[src/rtl/pipeline_checker_pkg.sv]
// Shared constants and helpers for the pipeline_checker_mc traffic generator / scoreboard.
package pipeline_checker_pkg;

   // Galois taps for x^32 + x^22 + x^2 + x + 1 in right-shift form.
   localparam logic [31:0] LFSR_POLY  = 32'h8020_0003;
   localparam logic [31:0] GOLDEN     = 32'h9E37_79B9;
   localparam logic [31:0] THR_MASK   = 32'hA5A5_A5A5;
   localparam int          MAX_DATA_W = 1024;

   function automatic logic [31:0] lfsr_step(input logic [31:0] s);
      return {1'b0, s[31:1]} ^ (s[0] ? LFSR_POLY : 32'h0);
   endfunction

   // Word k of a beat is the LFSR value XORed with k times the golden-ratio constant.
   function automatic logic [MAX_DATA_W-1:0] expand_data(input logic [31:0] s);
      logic [MAX_DATA_W-1:0] v;
      v = '0;
      for (int k = 0; k < MAX_DATA_W / 32; k++) begin
         v[k*32 +: 32] = s ^ (32'(k) * GOLDEN);
      end
      return v;
   endfunction

   function automatic logic [31:0] lane_seed(input logic [31:0] key, input int c);
      logic [31:0] s;
      s = key ^ (32'(c) * GOLDEN);
      return (s == 32'h0) ? 32'h1 : s;
   endfunction

endpackage

[src/rtl/pipeline_checker_mc_lane.sv]
// checker_lane: one channel's input generator, throttles, beat counters and output compare.
// The per-lane stall counter exists only when PIPELINE_CHECKER_TIMEOUT_EN is defined.
module checker_lane
   import pipeline_checker_pkg::*;
#(
   parameter int          DATA_BUS_W = 64,
   parameter int          NB_BEATS   = 256,
`ifdef PIPELINE_CHECKER_TIMEOUT_EN
   parameter int          TIMEOUT    = 1024,
`endif
   parameter logic [31:0] SEED       = 32'h1
) (
   input  logic                  aclk,
   input  logic                  aresetn,
   input  logic                  i_srst,
   input  logic                  i_en,
   input  logic [7:0]            i_vthr,
   input  logic [7:0]            i_rthr,
   output logic                  o_in_valid,
   input  logic                  i_in_ready,
   output logic [DATA_BUS_W-1:0] o_in_data,
   input  logic                  i_out_valid,
   output logic                  o_out_ready,
   input  logic [DATA_BUS_W-1:0] i_out_data,
   output logic                  o_mismatch,
   output logic [15:0]           o_beat,
   output logic                  o_done
`ifdef PIPELINE_CHECKER_TIMEOUT_EN
  ,output logic                  o_stall
`endif
);

   localparam logic [15:0] BEATS   = 16'(NB_BEATS);
   localparam bit          LIMITED = (NB_BEATS != 0);

   logic [31:0]           r_gen_lfsr;
   logic [31:0]           r_exp_lfsr;
   logic [31:0]           r_thr_lfsr;
   logic [15:0]           r_in_cnt;
   logic [15:0]           r_out_cnt;
   logic                  r_valid;
   logic                  r_ready;
   logic                  w_in_hs;
   logic                  w_out_hs;
   logic                  w_in_full;
   logic                  w_out_full;
   logic                  w_in_room;
   logic [15:0]           w_in_cnt_nxt;
   logic [DATA_BUS_W-1:0] w_exp_data;

   assign w_in_hs      = r_valid & i_in_ready;
   assign w_out_hs     = i_out_valid & r_ready;
   assign w_in_full    = LIMITED && (r_in_cnt == BEATS);
   assign w_out_full   = LIMITED && (r_out_cnt == BEATS);
   assign w_in_cnt_nxt = (w_in_hs && !w_in_full) ? r_in_cnt + 16'd1 : r_in_cnt;
   assign w_in_room    = !LIMITED || (w_in_cnt_nxt < BEATS);

   assign o_in_data   = DATA_BUS_W'(expand_data(r_gen_lfsr));
   assign w_exp_data  = DATA_BUS_W'(expand_data(r_exp_lfsr));
   assign o_in_valid  = r_valid;
   assign o_out_ready = r_ready;
   assign o_mismatch  = w_out_hs && (i_out_data != w_exp_data);
   assign o_beat      = r_out_cnt;
   assign o_done      = w_out_full;

   // NOTE: srst is tested inside the clocked branch so it is synchronous; only aresetn is in the sensitivity list.
   always_ff @(posedge aclk or negedge aresetn) begin
      if (!aresetn) begin
         r_gen_lfsr <= SEED;
         r_exp_lfsr <= SEED;
         r_thr_lfsr <= SEED ^ THR_MASK;
         r_in_cnt   <= '0;
         r_out_cnt  <= '0;
         r_valid    <= 1'b0;
         r_ready    <= 1'b0;
      end else if (i_srst) begin
         r_gen_lfsr <= SEED;
         r_exp_lfsr <= SEED;
         r_thr_lfsr <= SEED ^ THR_MASK;
         r_in_cnt   <= '0;
         r_out_cnt  <= '0;
         r_valid    <= 1'b0;
         r_ready    <= 1'b0;
      end else begin
         // NOTE: non-blocking assignments make every register here sample the pre-edge values.
         if (w_in_hs)  r_gen_lfsr <= lfsr_step(r_gen_lfsr);
         if (w_out_hs) r_exp_lfsr <= lfsr_step(r_exp_lfsr);
         if (i_en)     r_thr_lfsr <= lfsr_step(r_thr_lfsr);
         r_in_cnt <= w_in_cnt_nxt;
         if (w_out_hs && !w_out_full) r_out_cnt <= r_out_cnt + 16'd1;
         // A raised valid holds until accepted; a new one may follow in the same cycle.
         if (!r_valid || w_in_hs) r_valid <= i_en && w_in_room && (r_thr_lfsr[15:8] >= i_vthr);
         r_ready <= i_en && (r_thr_lfsr[7:0] >= i_rthr);
      end
   end

`ifdef PIPELINE_CHECKER_TIMEOUT_EN
   localparam logic [31:0] STALL_MAX = 32'(TIMEOUT);

   logic [31:0] r_stall_cnt;

   always_ff @(posedge aclk or negedge aresetn) begin
      if (!aresetn) begin
         r_stall_cnt <= '0;
      end else if (i_srst || w_out_hs || (r_out_cnt == r_in_cnt)) begin
         r_stall_cnt <= '0;
      end else if (i_en && (r_stall_cnt != STALL_MAX)) begin
         r_stall_cnt <= r_stall_cnt + 32'd1;
      end
   end

   assign o_stall = (r_stall_cnt == STALL_MAX);
`endif

endmodule

[src/rtl/pipeline_checker_mc.sv]
// Multi-channel valid/ready traffic generator and scoreboard: one checker_lane per channel plus aggregation.
// Defining PIPELINE_CHECKER_TIMEOUT_EN builds the stall watchdog; otherwise timeout is tied low.
module pipeline_checker_mc
   import pipeline_checker_pkg::*;
#(
   parameter int          NB_CH      = 2,
   parameter int          DATA_BUS_W = 64,
   parameter logic [31:0] KEY        = 32'h4A5B3C86,
   parameter int          NB_BEATS   = 256,
   parameter int          TIMEOUT    = 1024
) (
   input  logic                        aclk,
   input  logic                        aresetn,
   input  logic                        srst,
   input  logic                        en,
   input  logic [7:0]                  i_throttle,
   input  logic [7:0]                  o_throttle,
   output logic [NB_CH-1:0]            i_valid,
   input  logic [NB_CH-1:0]            i_ready,
   output logic [NB_CH*DATA_BUS_W-1:0] i_data,
   input  logic [NB_CH-1:0]            o_valid,
   output logic [NB_CH-1:0]            o_ready,
   input  logic [NB_CH*DATA_BUS_W-1:0] o_data,
   output logic [NB_CH-1:0]            error,
   output logic [15:0]                 err_cnt,
   output logic [3:0]                  first_err_ch,
   output logic [15:0]                 first_err_beat,
   output logic                        done,
   output logic                        timeout
);

   if (NB_CH < 1 || NB_CH > 16 || DATA_BUS_W < 1 || DATA_BUS_W > MAX_DATA_W || TIMEOUT < 1) begin : g_bad_cfg
      $error("pipeline_checker_mc: unsupported parameter set");
   end

   logic [NB_CH-1:0] w_mm;
   logic [NB_CH-1:0] w_lane_done;
   logic [15:0]      w_beat [NB_CH];
   logic [4:0]       w_nmm;
   logic [16:0]      w_sum;
   logic [3:0]       w_first_ch;
   logic [15:0]      w_first_beat;

   logic [NB_CH-1:0] r_error;
   logic [15:0]      r_err_cnt;
   logic             r_first_seen;
   logic [3:0]       r_first_ch;
   logic [15:0]      r_first_beat;
   logic             r_done;

`ifdef PIPELINE_CHECKER_TIMEOUT_EN
   logic [NB_CH-1:0] w_stall;
`endif

   for (genvar ch = 0; ch < NB_CH; ch++) begin : g_lane
      checker_lane #(
         .DATA_BUS_W (DATA_BUS_W),
         .NB_BEATS   (NB_BEATS),
`ifdef PIPELINE_CHECKER_TIMEOUT_EN
         .TIMEOUT    (TIMEOUT),
`endif
         .SEED       (lane_seed(KEY, ch))
      ) u_lane (
         .aclk        (aclk),
         .aresetn     (aresetn),
         .i_srst      (srst),
         .i_en        (en),
         .i_vthr      (i_throttle),
         .i_rthr      (o_throttle),
         .o_in_valid  (i_valid[ch]),
         .i_in_ready  (i_ready[ch]),
         .o_in_data   (i_data[ch*DATA_BUS_W +: DATA_BUS_W]),
         .i_out_valid (o_valid[ch]),
         .o_out_ready (o_ready[ch]),
         .i_out_data  (o_data[ch*DATA_BUS_W +: DATA_BUS_W]),
         .o_mismatch  (w_mm[ch]),
         .o_beat      (w_beat[ch]),
         .o_done      (w_lane_done[ch])
`ifdef PIPELINE_CHECKER_TIMEOUT_EN
        ,.o_stall     (w_stall[ch])
`endif
      );
   end

   // Count this cycle's mismatching lanes and pick the lowest-index one for first-error capture.
   always_comb begin
      // NOTE: every variable gets a default first so no latch is inferred.
      w_nmm        = '0;
      w_first_ch   = '0;
      w_first_beat = '0;
      for (int c = NB_CH - 1; c >= 0; c--) begin
         w_nmm = w_nmm + 5'(w_mm[c]);
         if (w_mm[c]) begin
            w_first_ch   = 4'(c);
            w_first_beat = w_beat[c];
         end
      end
   end

   assign w_sum = {1'b0, r_err_cnt} + 17'(w_nmm);

   always_ff @(posedge aclk or negedge aresetn) begin
      if (!aresetn) begin
         r_error      <= '0;
         r_err_cnt    <= '0;
         r_first_seen <= 1'b0;
         r_first_ch   <= '0;
         r_first_beat <= '0;
         r_done       <= 1'b0;
      end else if (srst) begin
         r_error      <= '0;
         r_err_cnt    <= '0;
         r_first_seen <= 1'b0;
         r_first_ch   <= '0;
         r_first_beat <= '0;
         r_done       <= 1'b0;
      end else begin
         r_error   <= r_error | w_mm;
         r_err_cnt <= w_sum[16] ? 16'hFFFF : w_sum[15:0];
         if (!r_first_seen && (|w_mm)) begin
            r_first_seen <= 1'b1;
            r_first_ch   <= w_first_ch;
            r_first_beat <= w_first_beat;
         end
         r_done <= r_done | (&w_lane_done);
      end
   end

   assign error          = r_error;
   assign err_cnt        = r_err_cnt;
   assign first_err_ch   = r_first_ch;
   assign first_err_beat = r_first_beat;
   assign done           = r_done;

`ifdef PIPELINE_CHECKER_TIMEOUT_EN
   logic r_timeout;

   always_ff @(posedge aclk or negedge aresetn) begin
      if (!aresetn) begin
         r_timeout <= 1'b0;
      end else if (srst) begin
         r_timeout <= 1'b0;
      end else begin
         r_timeout <= r_timeout | (|w_stall);
      end
   end

   assign timeout = r_timeout;
`else
   assign timeout = 1'b0;
`endif

endmodule
[config.mk]
export PLATFORM = sky130hd
export DESIGN_NAME = pipeline_checker_mc
export DESIGN_NICKNAME = d
export VERILOG_FILES = /design/src/rtl/pipeline_checker_pkg.sv /design/src/rtl/pipeline_checker_mc_lane.sv /design/src/rtl/pipeline_checker_mc.sv
export SDC_FILE = /design/constraint.sdc
export NUM_CORES = 1
export LEC_CHECK = 0
export CAP_MARGIN = 20
export CORE_UTILIZATION = 34
export CTS_CLUSTER_SIZE = 16
export DETAILED_ROUTE_END_ITERATION = 8
export PLACE_DENSITY = 0.57
export SETUP_SLACK_MARGIN = 0.4
export SLEW_MARGIN = 20
export SYNTH_ARGS = -nofsm -noshare
export SYNTH_HDL_FRONTEND = slang
export SYNTH_SLANG_ARGS = --single-unit
[constraint.sdc]
create_clock -name aclk -period 2.9 [get_ports aclk]
set_input_delay 0.29 -clock aclk [delete_from_list [all_inputs] [get_ports aclk]]
set_output_delay 0.29 -clock aclk [all_outputs]
set_load 0.05 [all_outputs]
# Yosys cells after proc, flatten, opt, wreduce, memory -nomap -nowiden
# Cells that the tools add are included.
[word_totals]
ff_bits = 300
input_bits = 152
output_inout_bits = 172
elab_cells = 134
[op_classes]
addsub = 6
n_lt_le_gt_ge = 6
eq_ne = 6
mux = 46
bitwise = 16
n_reduce_logical = 34
[ops]
columns = ["op", "count"]
rows = [
  ["2-to-1 mux 32 bit", 18],
  ["2-to-1 mux 16 bit", 14],
  ["bitwise XOR 31 x 32 -> 32 bit", 6],
  ["!= test 64 bit", 2],
  ["NOT 20 bit", 4],
  ["adder 16 x 1 -> 16 bit (second input constant)", 4],
  ["equality test 16 x 9 -> 1 bit (second input constant)", 4],
  [">= comparator 8 bit", 4],
  ["< comparator 16 x 9 -> 1 bit (second input constant)", 2],
  ["nonzero test 2 bit", 10],
  ["adder 16 x 2 -> 17 bit", 1],
  ["logical AND 1 bit", 13],
  ["2-to-1 mux 1 bit", 11],
  ["2-to-1 mux 4 bit", 2],
  ["logical NOT 1 bit", 7],
  ["bitwise AND 1 bit", 4],
  ["adder 1 x 1 -> 2 bit", 1],
  ["logical OR 1 bit", 2],
  ["2-to-1 mux 2 bit", 1],
  ["OR 2 bit", 1],
  ["AND reduction 2 bit", 1],
  ["OR reduction 2 bit", 1],
  ["OR 1 bit", 1],
]

# Logic depth before layout (Yosys ltp)
[depth]
word_depth = 9
mapped_depth = 14
depth_no_buf = 13

# Modules after synthesis
# Synthesis repeated with hierarchy kept, for this count alone.
[hier_totals]
hier_cells = 1672
area_unflattened_um2 = 15703.8
[modules_own_cells]
columns = ["mod", "instances", "cells_each", "area_each_um2", "seq_area_each_um2"]
rows = [
  ["checker_lane (g_lane[1].u_lane)", 1, 754, 7006.7, 3314.4],
  ["checker_lane (g_lane[0].u_lane)", 1, 758, 6866.6, 3316.9],
  ["pipeline_checker_mc", 1, 160, 1830.5, 925.9],
]

# Worst setup path before layout
# OpenSTA, ideal clock, no wires.
[synth_path]
path_kind = "flip-flop to flip-flop"
startpoint = "register g_lane[0].u_lane.r_exp_lfsr[13]"
endpoint = "register r_err_cnt[10], in the netlist err_cnt[10]"
setup_ns = 0.137
arrival_time_ns = 3.102
t_required_ns = 2.763
setup_slack_ns = -0.339
stages_incl_launch_ff = 13
n_path_buf = 1
period_less_slack_ns = 3.239
cell_sequence = "dfstp_2 -> and3b_1 -> o22ai_1 -> or4_4 -> nor4_4 -> nor2_2 -> fa_1 -> ha_1 -> and3_1 -> nand2_1 -> or3_1 -> clkbuf_1 -> a21oi_1"
[synth_via]
elab_chain_cells = 7
[synth_lines]
columns = ["item", "line_no", "text"]
rows = [
  ["from (decl)", "pipeline_checker_mc_lane.sv:37", "logic [31:0] r_exp_lfsr;"],
  ["from (signal assigned)", "pipeline_checker_mc_lane.sv:87", "if (w_out_hs) r_exp_lfsr <= lfsr_step(r_exp_lfsr);"],
  ["NOT 20 bit (no line)", "--", ""],
  ["!= test 64 bit (*)", "pipeline_checker_mc_lane.sv:62", "assign o_mismatch = w_out_hs && (i_out_data != w_exp_data);"],
  ["logical AND 1 bit (*)", "pipeline_checker_mc_lane.sv:62", ""],
  ["adder 1 x 1 -> 2 bit (*)", "pipeline_checker_mc.sv:92", "w_nmm = w_nmm + 5'(w_mm[c]);"],
  ["adder 16 x 2 -> 17 bit (*)", "pipeline_checker_mc.sv:100", "assign w_sum = {1'b0, r_err_cnt} + 17'(w_nmm);"],
  ["2-to-1 mux 16 bit (*)", "pipeline_checker_mc.sv:119", "r_err_cnt <= w_sum[16] ? 16'hFFFF : w_sum[15:0];"],
  ["2-to-1 mux 16 bit (*)", "pipeline_checker_mc.sv:110", "end else if (srst) begin"],
  ["to (signal assigned)", "pipeline_checker_mc.sv:119", ""],
  ["to (decl)", "pipeline_checker_mc.sv:45", "logic [15:0] r_err_cnt;"],
]
# Mark *: on every way between the ends. The rest lies on a longest branch, timed or not.
# A chain may end at the register's enable or synchronous reset.

# Final worst setup path
[layout_path]
startpoint = "register g_lane[0].u_lane.r_exp_lfsr[25]"
endpoint = "register r_err_cnt[10], in the netlist err_cnt[10]"
# The elaborated chain is that of the path after synthesis.

==> load_flow_metrics.sql <==
INSERT INTO impl_metrics (metric_group, metric, value, unit) VALUES
('status', 'run_status', 'finished with violations', ''),
('status', 'violations_in_the_final_reports', 'setup timing', ''),
('finish', 'design.final.nets', '2178', ''),
('synth', 'synthesis.instances', '1642', ''),
('synth', 'yosysWarningCount', '0', ''),
('die', 'floorplan.die_area', '46200', 'sq um'),
('timing', 'clock_skew', '0.0346', 'ns'),
('timing', 'max_freq', '307', 'MHz'),
('power_and_ir_drop', 'p_comb_share', '14.8', '%'),
('synth', 'ys_async_sr_fraction', '100', '%'),
('setup_path', 'critical-path-slowest-cell', 'sky130_fd_sc_hd__dfstp_2', ''),
('grt', 'grt_pass1_wl', '69000', 'um'),
('timing', 'finalHoldViolations', '0', ''),
('timing', 'post-route-worst-setup-slack', '-0.354', 'ns'),
('die', 'die_y', '215', 'um'),
('power_and_ir_drop', 'fraction_of_power_consumed_by_the_clock_network', '42.3', '%'),
('detailed_routing', 'drt.antenna.violating_nets', '0', ''),
('detailed_routing', 'drt-wirelength-per-cell', '16.5', 'um'),
('detailed_routing', 'viasPerCell', '4.88', ''),
('synth', 'seq_total_area_yosys', '49.0', '%'),
('timing', 'fin_crit', '3.25', 'ns'),
('place', 'routabilityCongestion', '0.889', ''),
('timing', 'rsz0062_at_grt', 'yes', ''),
('setup_path', 'reg2reg_depth', '12', ''),
('cts', 'cts_max_path_buffers', '3', ''),
('cts', 'cts_h_tree_lvls', '2', ''),
('timing', 'worst_pin_slew', '0.947', 'ns'),
('setup_path', 'timing.reg2reg.setup_slack', '-0.35', 'ns'),
('setup_path', 'worst_setup_path_end_kind', 'flop', ''),
('synth', 'netlist-cell-type-count', '60', ''),
('grt', 'grt_pass1_vias', '12432', ''),
('timing', 'relSlewSlack', '36.9', '%'),
('die', 'fp-row-count', '77', ''),
('power_and_ir_drop', 'power.density', '497', 'nW/um^2'),
('detailed_routing', 'drt_first_iter_violations', '721', ''),
('power_and_ir_drop', 'share_seq_of_total_power', '42.9', '%'),
('detailed_routing', 'drc_errors', '0', ''),
('synth', 'netlist_area', '15400', 'sq um'),
('setup_path', 'cpLargestDelayFamily', 'simple AND/OR/NAND/NOR gates', ''),
('synth', 'synth-edff-count', '0', ''),
('setup_path', 'path_max_fanout', '3', ''),
('cts', 'numCtsBuffers', '36', ''),
('setup_path', 'setup.worst_path.class', 'reg2reg', ''),
('die', 'design.portCount', '324', ''),
('setup_path', 'critical_path_buf_inv_count', '0', ''),
('grt', 'global_route.overflow_total', '0', ''),
('finish', 'layout_common_cells', 'sky130_fd_sc_hd__clkdlybuf4s50_1 (316), sky130_fd_sc_hd__nand2_1 (296), sky130_fd_sc_hd__dfrtp_1 (197)', ''),
('min_path', 'holdPathEnd', 'g_lane[0].u_lane.r_gen_lfsr[29]', ''),
('detailed_routing', 'postRouteWirelength', '43000', 'um'),
('setup_path', 'crit_chain', 'and3b_1 -> o22ai_4 -> or4_4 -> nor4_4 -> nor2_4 -> fa_2 -> ha_4 -> and3_4 -> and2_4 -> nand2_2 -> xor2_1 -> a21oi_1', ''),
('timing', 'hold_slack', '0.128', 'ns'),
('power_and_ir_drop', 'power.ir.vdd_worst', '297', 'uV'),
('place', 'place.port_buffers', '319', ''),
('synth', 'ys.flop_type', 'sky130_fd_sc_hd__dfrtp_1', ''),
('timing', 'final.period_utilization', '112', '%'),
('min_path', 'worstHoldPathType', 'in2reg', ''),
('finish', 'fill_cells', '4237', ''),
('setup_path', 'worstPathRequired', '3.28', 'ns'),
('finish', 'layout_area_overhead', '35.6', '%'),
('cts', 'clock_latency_reported_for_the_late_side_of_the_worst_skew_pair', '0.55', 'ns'),
('setup_path', 'critical_path.reg2reg.endpoint', 'err_cnt[10]', ''),
('timing', 'report.final.setup_viol', '16', ''),
('finish', 'final_cells', '2604', ''),
('power_and_ir_drop', 'cellInternalPower', '0.00756', 'W'),
('cts', 'clk_root_buffer_cell', 'sky130_fd_sc_hd__clkbuf_16', ''),
('power_and_ir_drop', 'total_leakage_power', '8.98', 'nW'),
('cts', 'worst_setup_hold_path_clk_slew', '0.06', 'ns'),
('setup_path', 'critical_path.startpoint_type', 'flop', ''),
('place', 'dpl_worst_slack', '-0.691', 'ns'),
('grt', 'grt_antenna_before_repair', '2', ''),
('timing', 'timing.setup.tns', '-4.01', 'ns');
[power by group through the flow]
stage | sequential [W] | clock [W] | combinational [W]
finish | 0.00445 | 0.00439 | 0.00153
CTS | 0.00445 | 0.00455 | 0.00155
floorplan | 0.00468 | 0 | 0.000688
detailed placement | 0.00452 | 0 | 0.00153
global route | 0.00447 | 0.00469 | 0.00166
global placement | 0.00452 | 0 | 0.00152
[registers in the layout (all words and copies together), names as in the netlist, 2 cells and up]
| register | cells |
|---|---|
| g_lane.u_lane.o_in_valid | 2 |
| first_err_beat | 16 |
| g_lane.u_lane.r_gen_lfsr | 64 |
| error | 2 |
| g_lane.u_lane.o_beat | 32 |
| g_lane.u_lane.r_in_cnt | 32 |
| g_lane.u_lane.r_thr_lfsr | 64 |
| g_lane.u_lane.r_exp_lfsr | 64 |
| err_cnt | 16 |
| g_lane.u_lane.o_out_ready | 2 |
[layout make-up]
class	instances	area (sq um)	area share, %
Sequential cell	297	7560	36.2
Multi-Input combinational cell	1148	7110	34.0
Inverter	87	328	1.57
Clock inverter	11	103	0.491
Clock buffer	54	1050	5.02
Timing Repair Buffer	414	4000	19.2
Antenna cell	1	2.50	0.0120
Tap cell	592	741	3.55
[cells in the mapped netlist (2+ instances only)]
library cell                instances  area [sq um]
sky130_fd_sc_hd__nand3b_1           2          15.0
sky130_fd_sc_hd__a211oi_1           4          30.0
sky130_fd_sc_hd__xor2_1            80           701
sky130_fd_sc_hd__nand3_1           63           315
sky130_fd_sc_hd__dfstp_2          100          2630
sky130_fd_sc_hd__and4_1             2          17.5
sky130_fd_sc_hd__a31oi_1            3          18.8
sky130_fd_sc_hd__clkbuf_1          64           240
sky130_fd_sc_hd__o2111ai_1          3          26.3
sky130_fd_sc_hd__o22ai_1           15          93.8
sky130_fd_sc_hd__mux2i_1           58           581
sky130_fd_sc_hd__or3_1              9          56.3
sky130_fd_sc_hd__and2_1             9          56.3
sky130_fd_sc_hd__nor4b_1            5          43.8
sky130_fd_sc_hd__buf_1             15          56.3
sky130_fd_sc_hd__nand2b_1          17           106
sky130_fd_sc_hd__and3b_1            5          43.8
sky130_fd_sc_hd__a21oi_1          110           551
sky130_fd_sc_hd__nor2_1           127           477
sky130_fd_sc_hd__nor2b_1            4          25.0
sky130_fd_sc_hd__or4b_1             2          20.0
sky130_fd_sc_hd__nand2_1          299          1120
sky130_fd_sc_hd__inv_1             86           323
sky130_fd_sc_hd__o211ai_1          34           255
sky130_fd_sc_hd__buf_4             32           240
sky130_fd_sc_hd__and3_1            21           131
sky130_fd_sc_hd__dfrtp_1          197          4930
sky130_fd_sc_hd__nand4_1           28           175
sky130_fd_sc_hd__o221a_1           16           180
sky130_fd_sc_hd__buf_2              2          10.0
sky130_fd_sc_hd__nor3b_1            6          45.0
sky130_fd_sc_hd__nor3_1            16          80.1
sky130_fd_sc_hd__nor4_1            30           188
sky130_fd_sc_hd__ha_1              41           513
sky130_fd_sc_hd__xnor2_1           82           718
sky130_fd_sc_hd__a21o_1             7          52.6
sky130_fd_sc_hd__o21ai_1            4          20.0
sky130_fd_sc_hd__o21a_1             3          22.5
sky130_fd_sc_hd__o21ai_0           19          95.1
sky130_fd_sc_hd__or3b_1             2          17.5
[worst max path at each step]
stage,endpoint,startpoint
floorplan,err_cnt[8],g_lane[0].u_lane.r_exp_lfsr[2]
global placement,err_cnt[10],o_data[57]
detailed placement,err_cnt[10],o_data[57]
CTS,err_cnt[10],g_lane[0].u_lane.r_exp_lfsr[2]
global route,err_cnt[10],g_lane[0].u_lane.r_exp_lfsr[2]
finish,err_cnt[10],g_lane[0].u_lane.r_exp_lfsr[25]
[per-layer routing]
metal / wire [um] / part of all wire (%) / GRT usage (%)
met5: 0 / 0 / 0
met1: 19700 / 46 / 25.0
met3: 1800 / 4.2 / 3.24
met4: 986 / 2.3 / 5.50
met2: 20600 / 48 / 30.1
[worst register-to-register path, cell delays in order (launching register included)]
cell                      delay [ns]
sky130_fd_sc_hd__dfstp_2        0.58
sky130_fd_sc_hd__and3b_1        0.23
sky130_fd_sc_hd__o22ai_4        0.12
sky130_fd_sc_hd__or4_4          0.56
sky130_fd_sc_hd__nor4_4         0.26
sky130_fd_sc_hd__nor2_4         0.10
sky130_fd_sc_hd__fa_2           0.43
sky130_fd_sc_hd__ha_4           0.19
sky130_fd_sc_hd__and3_4         0.18
sky130_fd_sc_hd__and2_4         0.17
sky130_fd_sc_hd__nand2_2        0.05
sky130_fd_sc_hd__xor2_1         0.14
sky130_fd_sc_hd__a21oi_1        0.08
[kinds of logic (layout without fill, tap and decap cells)]
kind of cell	after synthesis	after routing	share of synthesized area [%]
AND/OR/NAND/NOR	654	655	19.5
flip-flops	297	297	49.0
AO/OA/AOI/OAI	226	226	9.17
buffers and inverters	201	566	5.74
XOR/XNOR	162	162	9.21
multiplexers	59	59	3.84
adder cells (fa/ha/maj)	42	42	3.46
other	1	5	0.0243
[what timing repair did]
item / 4_1_cts / 5_1_grt
setup buffers: 0 / 1
gates resized for setup: 12 / 9
hold buffers: 1 / 0
endpoints found under the setup margin: 33 / 34
hold endpoints to repair: 31 / 0
gates cloned: 2 / 1
pin swaps: 3 / 4
[stage by stage]
stage | cell area, sq um | utilization, % | power, W
2_1_floorplan | 15500 | - | 0.00536
3_3_place_gp | 19600 | 44.1 | 0.00604
3_5_place_dp | 19600 | 44.1 | 0.00606
4_1_cts | 20800 | 46.8 | 0.0105
5_1_grt | 20900 | 46.9 | 0.0108
6_report | 20900 | 46.9 | 0.0104
(Power assumes the default switching activity.)
